===== config.mk =====
export PLATFORM = sky130hd
export DESIGN_NAME = pwm_capture
export DESIGN_NICKNAME = d
export VERILOG_FILES = /design/src/rtl/pwm_capture.sv
export SDC_FILE = /design/constraint.sdc
export NUM_CORES = 1
export LEC_CHECK = 0
export ABC_AREA = 1
export CAP_MARGIN = 20
export CORE_UTILIZATION = 48
export CTS_CLUSTER_SIZE = 12
export DETAILED_ROUTE_END_ITERATION = 6
export GPL_TIMING_DRIVEN = 1
export PLACE_DENSITY = 0.79
export SYNTH_ARGS = -nofsm -noshare
export SYNTH_HDL_FRONTEND = slang
export SYNTH_SLANG_ARGS = --single-unit

===== constraint.sdc =====
create_clock -name clk -period 1.1 [get_ports clk]
set_input_delay 0.165 -clock clk [delete_from_list [all_inputs] [get_ports clk]]
set_output_delay 0.165 -clock clk [all_outputs]
set_load 0.02 [all_outputs]

===== src/rtl/pwm_capture.sv =====
// PWM capture: synchronises an asynchronous PWM line and measures period and
// high time in clock cycles, flagging a line stuck high or low on timeout.
module pwm_capture #(
   parameter int unsigned CNT_W   = 16,
   parameter int unsigned TIMEOUT = 4096
) (
   input  logic             clk,
   input  logic             rst,
   input  logic             en,
   input  logic             pwm_in,
   output logic [CNT_W-1:0] period,
   output logic [CNT_W-1:0] high_time,
   output logic             valid,
   output logic             stuck_high,
   output logic             stuck_low,
   output logic             active
);

   localparam logic [CNT_W-1:0] CNT_MAX = CNT_W'(TIMEOUT);
   localparam logic [CNT_W-1:0] CNT_ONE = CNT_W'(1);

   typedef enum logic {
      IDLE  = 1'b0,
      ARMED = 1'b1
   } state_t;

   state_t           state, state_nxt;
   logic             s1, s2, d;
   logic             rise, fall;
   logic [CNT_W-1:0] cnt, cnt_nxt;
   logic [CNT_W-1:0] high_lat, high_lat_nxt;
   logic [CNT_W-1:0] period_nxt, high_time_nxt;
   logic             valid_nxt, stuck_high_nxt, stuck_low_nxt, active_nxt;

   // Synchroniser and edge-detect delay; preset high so a line high at reset
   // release is not mistaken for a rising edge.
   always_ff @(posedge clk) begin
      if (rst) begin
         s1 <= 1'b1;
         s2 <= 1'b1;
         d  <= 1'b1;
      end else begin
         s1 <= pwm_in;
         s2 <= s1;
         d  <= s2;
      end
   end

   assign rise = s2 & ~d;
   assign fall = ~s2 & d;

   always_ff @(posedge clk) begin
      if (rst) begin
         state      <= IDLE;
         cnt        <= '0;
         high_lat   <= '0;
         period     <= '0;
         high_time  <= '0;
         valid      <= 1'b0;
         stuck_high <= 1'b0;
         stuck_low  <= 1'b0;
         active     <= 1'b0;
      end else begin
         state      <= state_nxt;
         cnt        <= cnt_nxt;
         high_lat   <= high_lat_nxt;
         period     <= period_nxt;
         high_time  <= high_time_nxt;
         valid      <= valid_nxt;
         stuck_high <= stuck_high_nxt;
         stuck_low  <= stuck_low_nxt;
         active     <= active_nxt;
      end
   end

   // Rise beats timeout in the same cycle; a coincident fall still latches high_lat.
   always_comb begin
      state_nxt      = state;
      cnt_nxt        = cnt;
      high_lat_nxt   = high_lat;
      period_nxt     = period;
      high_time_nxt  = high_time;
      valid_nxt      = 1'b0;
      stuck_high_nxt = stuck_high;
      stuck_low_nxt  = stuck_low;

      if (!en) begin
         state_nxt = IDLE;
         cnt_nxt   = '0;
      end else begin
         if (rise) begin
            cnt_nxt = CNT_ONE;
         end else if (cnt != CNT_MAX) begin
            cnt_nxt = cnt + CNT_ONE;
         end

         if (fall) begin
            high_lat_nxt = cnt;
         end

         case (state)
            IDLE: begin
               if (rise) begin
                  state_nxt      = ARMED;
                  stuck_high_nxt = 1'b0;
                  stuck_low_nxt  = 1'b0;
               end
            end
            ARMED: begin
               if (rise) begin
                  period_nxt    = cnt;
                  high_time_nxt = high_lat;
                  valid_nxt     = 1'b1;
               end else if (cnt == CNT_MAX) begin
                  state_nxt      = IDLE;
                  stuck_high_nxt = s2;
                  stuck_low_nxt  = ~s2;
               end
            end
            default: state_nxt = IDLE;
         endcase
      end

      active_nxt = (state_nxt == ARMED);
   end

endmodule


# Word level (Yosys, flattened, before mapping)
# Cells that the tools add are included.
# totals
ff_bits	71
in_bits	4
# classes
addsub	1
n_eq_ne	5
muxes	13
bitwise	6
reduce_logical	7
# op_table
cell	n
$add 16x1->16 const B	1
$eq 16x13->1 const B	1
$ne 16x13->1 const B	1
$mux 1	10
$pmux 1 s2	3
$reduce_or 3->1	2
$ne 2x2->1 const B	2
$not 1->1	4
$reduce_and 4->1	1
$reduce_and 3->1	1
$and 1x1->1	2
$ne 2x1->1 const B	1
$reduce_and 2->1	1
$reduce_bool 2->1	1
$reduce_or 2->1	1

# Longest topological paths before layout
# logic_depth
word_depth	4
ltp_mapped	10
depth_no_buf	10

# Worst setup path after synthesis
# OpenSTA, ideal clock, no wires.
# synth_path
path_kind	flip-flop to flip-flop
from	register cnt[0]
to	register cnt[14]
setup_time_ns	0.113
t_arrival_ns	1.146
required_ns	0.987
setup_slack_ns	-0.159
path_stages_with_launch	9
period_less_slack_ns	1.259
path_cell_list	dfxtp_1 > ha_1 > nand2_1 > nor2_4 > nand3_1 > nor2_2 > nand2_1 > nor2_1 > nor2_1
# synth_via
elab_chain_cells	1
elab_cells_between_ends	2
cone_classes	add/sub: 1; eq/ne: 1
# synth_lines
item	line	text
start, declared	30	logic [CNT_W-1:0] cnt, cnt_nxt;
start signal, assigned	65	cnt <= cnt_nxt;
$add 16x1->16 / $ne 16x13->1 (equally long branches)	94, 93	
# Several ways; a longest one is shown, not always the timed one.
# A chain may end at the register's enable or synchronous reset.

# Worst setup path after layout
# layout_path
from	register s2
to	register period[2]
# layout_via
elab_chain_cells	2
# layout_lines
item	line	text
start, declared	28	logic s1, s2, d;
start signal, assigned	40	s2 <= 1'b1;
start signal, assigned	44	s2 <= s1;
$and 1x1->1	49	assign rise = s2 & ~d;
$reduce_and 3->1 (no source line)	-	
end signal, assigned	67	period <= period_nxt;
end, declared	11	output logic [CNT_W-1:0] period,
# No other way between the ends.

==> summary.md <==
| Metric | Value |
|---|---|
| Cells on worst reg2reg path | `7` |
| Total grt overflow | `0` |
| Critical path type | `reg -> reg` |
| Fill count | `~320` |
| Leakage | `between 1.5 and 2 nW` |
| Worst min path class | `in -> reg` |
| Post-Syn Area | `2765 um2` |
| Crit-path leading delay family | `flip-flops` |
| M2 GR Usage | `0.4673` |
| Area fraction of the dominant cell type after synthesis | `0.5140` |
| First-pass GRT wire length | `12420 um` |
| CTS clk-pin slew, worst paths | `~70 ps` |
| Post-route cell area | `4377 um2` |
| Least-Margin Pin Slew | `242.6 ps` |
| Final TNS setup | `-9064 ps` |
| Crit path required time | `between 1000 and 1500 ps` |
| Syn_nets | `342` |
| CP startpoint kind | `flip-flop` |
| Most frequent cell after synthesis | `dfxtp_1` |
| Worst ir drop on vdd | `0.9534 mV` |
| Routed vias | `2820` |
| DRT Pass-1 Iters | `5` |
| Fmax | `710.0 MHz` |
| GR Layer Usage met1 | `0.3208` |
| Total track usage | `0.2717` |
| Cells after Synth | `roughly 340` |
| RSZ-0062 raised after global routing | `yes` |
| Grt met3 use | `0.04118` |
| Leading post-synthesis cells by cell area | `dfxtp_1, o21ai_0, nor2_1` |
| Wire per inst | `16.98 um` |
| Drc violations | `0` |
| Synth area leader | `dfxtp_1` |
| Largest net degree at the start of global routing | `25` |
| Critical Path Slowest Stage Cell | `dfxtp_2` |
| Total of max-cap violations | `0` |
| Crit path max fanout | `7` |
| Vias in the first global route | `2623` |
| Setup Skew | `8.754 ps` |
| Initial antenna violation count | `0` |
| Die footprint | `a little over 6000 um2` |
| Layout area overhead | `58.28%` |
| Share of layout cells above drive strength 1 | `0.5223` |
| CP peak stage delay | `360 ps` |
| DRT iter0 DRCs | `196` |
| Final period utilization | `1.280` |
| CP bufs+invs | `3` |
| Area of placed instances | `3717 um2` |
| Worst skew pair latency | `350 ps` |
| Routed Antenna Nets | `0` |
| NumNets Final | `449` |
| Relative slew slack | `0.8370` |
| Worst R2R Setup Slack | `-310 ps` |
| Die Ht | `77.90 um` |
| Final Max Slew Viols | `0` |
| Port-buffer cells | `39` |
| Critical Path End | `period[2]` |
| Routed wire length | `8831 um` |
| Mean Syn Cell Area | `8.230 um2` |
| Post-synthesis async set-or-reset flop share | `0` |
| Post-synth EDFFs | `0` |
| Htree depth | `3` |
| GRT busiest layer | `met2` |
| Reg-to-Reg End | `period[2]` |
| Crit path depth | `7` |
| Most used flip-flop cell after synthesis | `dfxtp_1` |
| Synth Register Bits | `71` |
| Setup violators final | `65` |
| Critical-path cell list | `inv_4 > nor2_4 > nand3_4 > clkinv_8 > buf_12 > o21ai_2 > a21oi_1` |
| Area of the core | `5540 um2` |
| N_diodes | `0` |
| Cts bufs inserted | `9` |
| Status | `finished with violations` |
| Root buffer cell | `clkbuf_8` |
| Final min period | `1409 ps` |
| Starting Density | `0.4991` |
| Final Hold Fails | `0` |
| Core Rows | `27` |
| Die extent in x | `77.90 um` |
| Gp weighted congestion | `0.8581` |
| Pwr dens | `1133 nW/um2` |
| Final worst setup slack | `-308.5 ps` |
| I/O pins | `40` |
| Seq/Total Area, Yosys | `0.5140` |
| Hold_buf cts | `0` |
| DR vias/cell | `5.423` |
| Clock Sinks | `between 70 and 80` |
| Yosys Warn Count | `0` |
| Detail Placement HPWL | `4518 um` |
| CP Launch Point | `s2` |
| Yosys cell types | `31` |
| Longest Clk Path Bufs | `2` |
| Critical Path End Type | `flip-flop` |
| Failing checks | `negative setup slack` |
| CTS tree | `yes` |
| Top cells by count, synth | `dfxtp_1, nor2_1, o21ai_0, a21oi_1, nand2_1` |
| Reg-to-Reg Start | `s2` |
| Arrival time at the worst endpoint | `1670 ps` |
==> power breakdown <==
| part | internal, mW | leakage, nW | switching [mW] | total (mW) |
|---|---|---|---|---|
| clock network | 1.02 | 0.0918 | 0.979 | 2.00 |
| logic | 0.156 | 1.13 | 0.180 | 0.336 |
| registers | 2.60 | 0.577 | 0.0287 | 2.63 |
==> layout by cell type, fill, tap and decap left out, types with 6 or more instances in the layout <==
cell / Yosys / layout
buf_12: 0 / 6
dfxtp_2: 0 / 6
a21oi_2: 6 / 20
o21ai_2: 2 / 22
nor2_4: 6 / 10
o21ai_1: 6 / 24
nor2_1: 61 / 46
clkbuf_8: 0 / 10
a21oi_1: 35 / 18
buf_4: 2 / 50
nand2_1: 29 / 24
dfxtp_1: 71 / 63
buf_2: 4 / 36
nor2_2: 3 / 14
inv_1: 21 / 17
nand2_2: 4 / 6
==> routing by layer <==
layer | wire length (um) | part of all wire | up-vias
met5 | 0 | 0 | -
met2 | 4627 | 0.52 | 103
met4 | 379 | 0.043 | 0
met3 | 380 | 0.043 | 35
met1 | 3444 | 0.39 | 1352
li1 | - | - | 1330
==> worst min-delay path by stage <==
stage	depth (start not counted)	startpoint	to	slack, ps
2_1_floorplan	1	pwm_in	s1	270
3_3_place_gp	1	s1	s2	390
3_5_place_dp	1	s1	s2	410
5_1_grt	4	en	cnt[0]	330
4_1_cts	2	pwm_in	s1	390
6_report	4	en	cnt[0]	300
==> sequential cells by signal (all words and copies together), names as in the netlist <==
signal,count
cnt,16
high_lat,16
high_time,16
period,16
d,1
s1,1
s2,1
state,1
stuck_high,1
stuck_low,1
valid,1
==> per-stage QoR <==
stage,total power [mW],setup WS (ps),util,instances,hold WS [ps]
2_1_floorplan,2.802,-122.7,-,336,268.8
6_report,4.961,-308.5,0.7900,520,301.3
3_5_place_dp,2.896,-402.5,0.6710,488,411.9
4_1_cts,4.877,-143.5,0.7315,514,390.9
5_1_grt,5.096,-338.5,0.7900,520,328.5
3_3_place_gp,2.890,-395.8,0.6710,488,394.5
==> worst register-to-register path: cells and delay by family, from the launching register on <==
| family | cells | cell delay, ps |
|---|---|---|
| AO/OA/AOI/OAI | 2 | 250 |
| buffers and inverters | 3 | 360 |
| flip-flops | 1 | 360 |
| AND/OR/NAND/NOR | 2 | 360 |
==> cell families (layout without fill, tap and decap cells) <==
| kind of cell | after synthesis | in the layout | share of synthesized area |
|---|---|---|---|
| simple gates | 126 | 126 | 0.2172 |
| fa+ha+maj | 2 | 2 | 0.009048 |
| buf+inv | 39 | 151 | 0.06787 |
| flops | 71 | 71 | 0.5140 |
| compound gates | 96 | 96 | 0.1855 |
| xor+xnor | 2 | 2 | 0.006336 |
==> cell type report <==
class | instances | area [um2] | share of cell area
Tap cell | 72 | 90.09 | 0.02058
Clock buffer | 14 | 173.9 | 0.03974
Timing Repair Buffer | 110 | 1003 | 0.2293
Clock inverter | 2 | 12.51 | 0.002859
Sequential cell | 71 | 1436 | 0.3282
Inverter | 25 | 118.9 | 0.02716
Multi-Input combinational cell | 226 | 1541 | 0.3522
==> timing repair <==
action | in CTS | in global routing
gates cloned | 6 | 3
resized for setup | 218 | 74
buffers inserted | 4 | 4
pin swaps | 20 | 15
setup endpoints to repair | 100 | 67
Power figures use the tool's default switching activity.
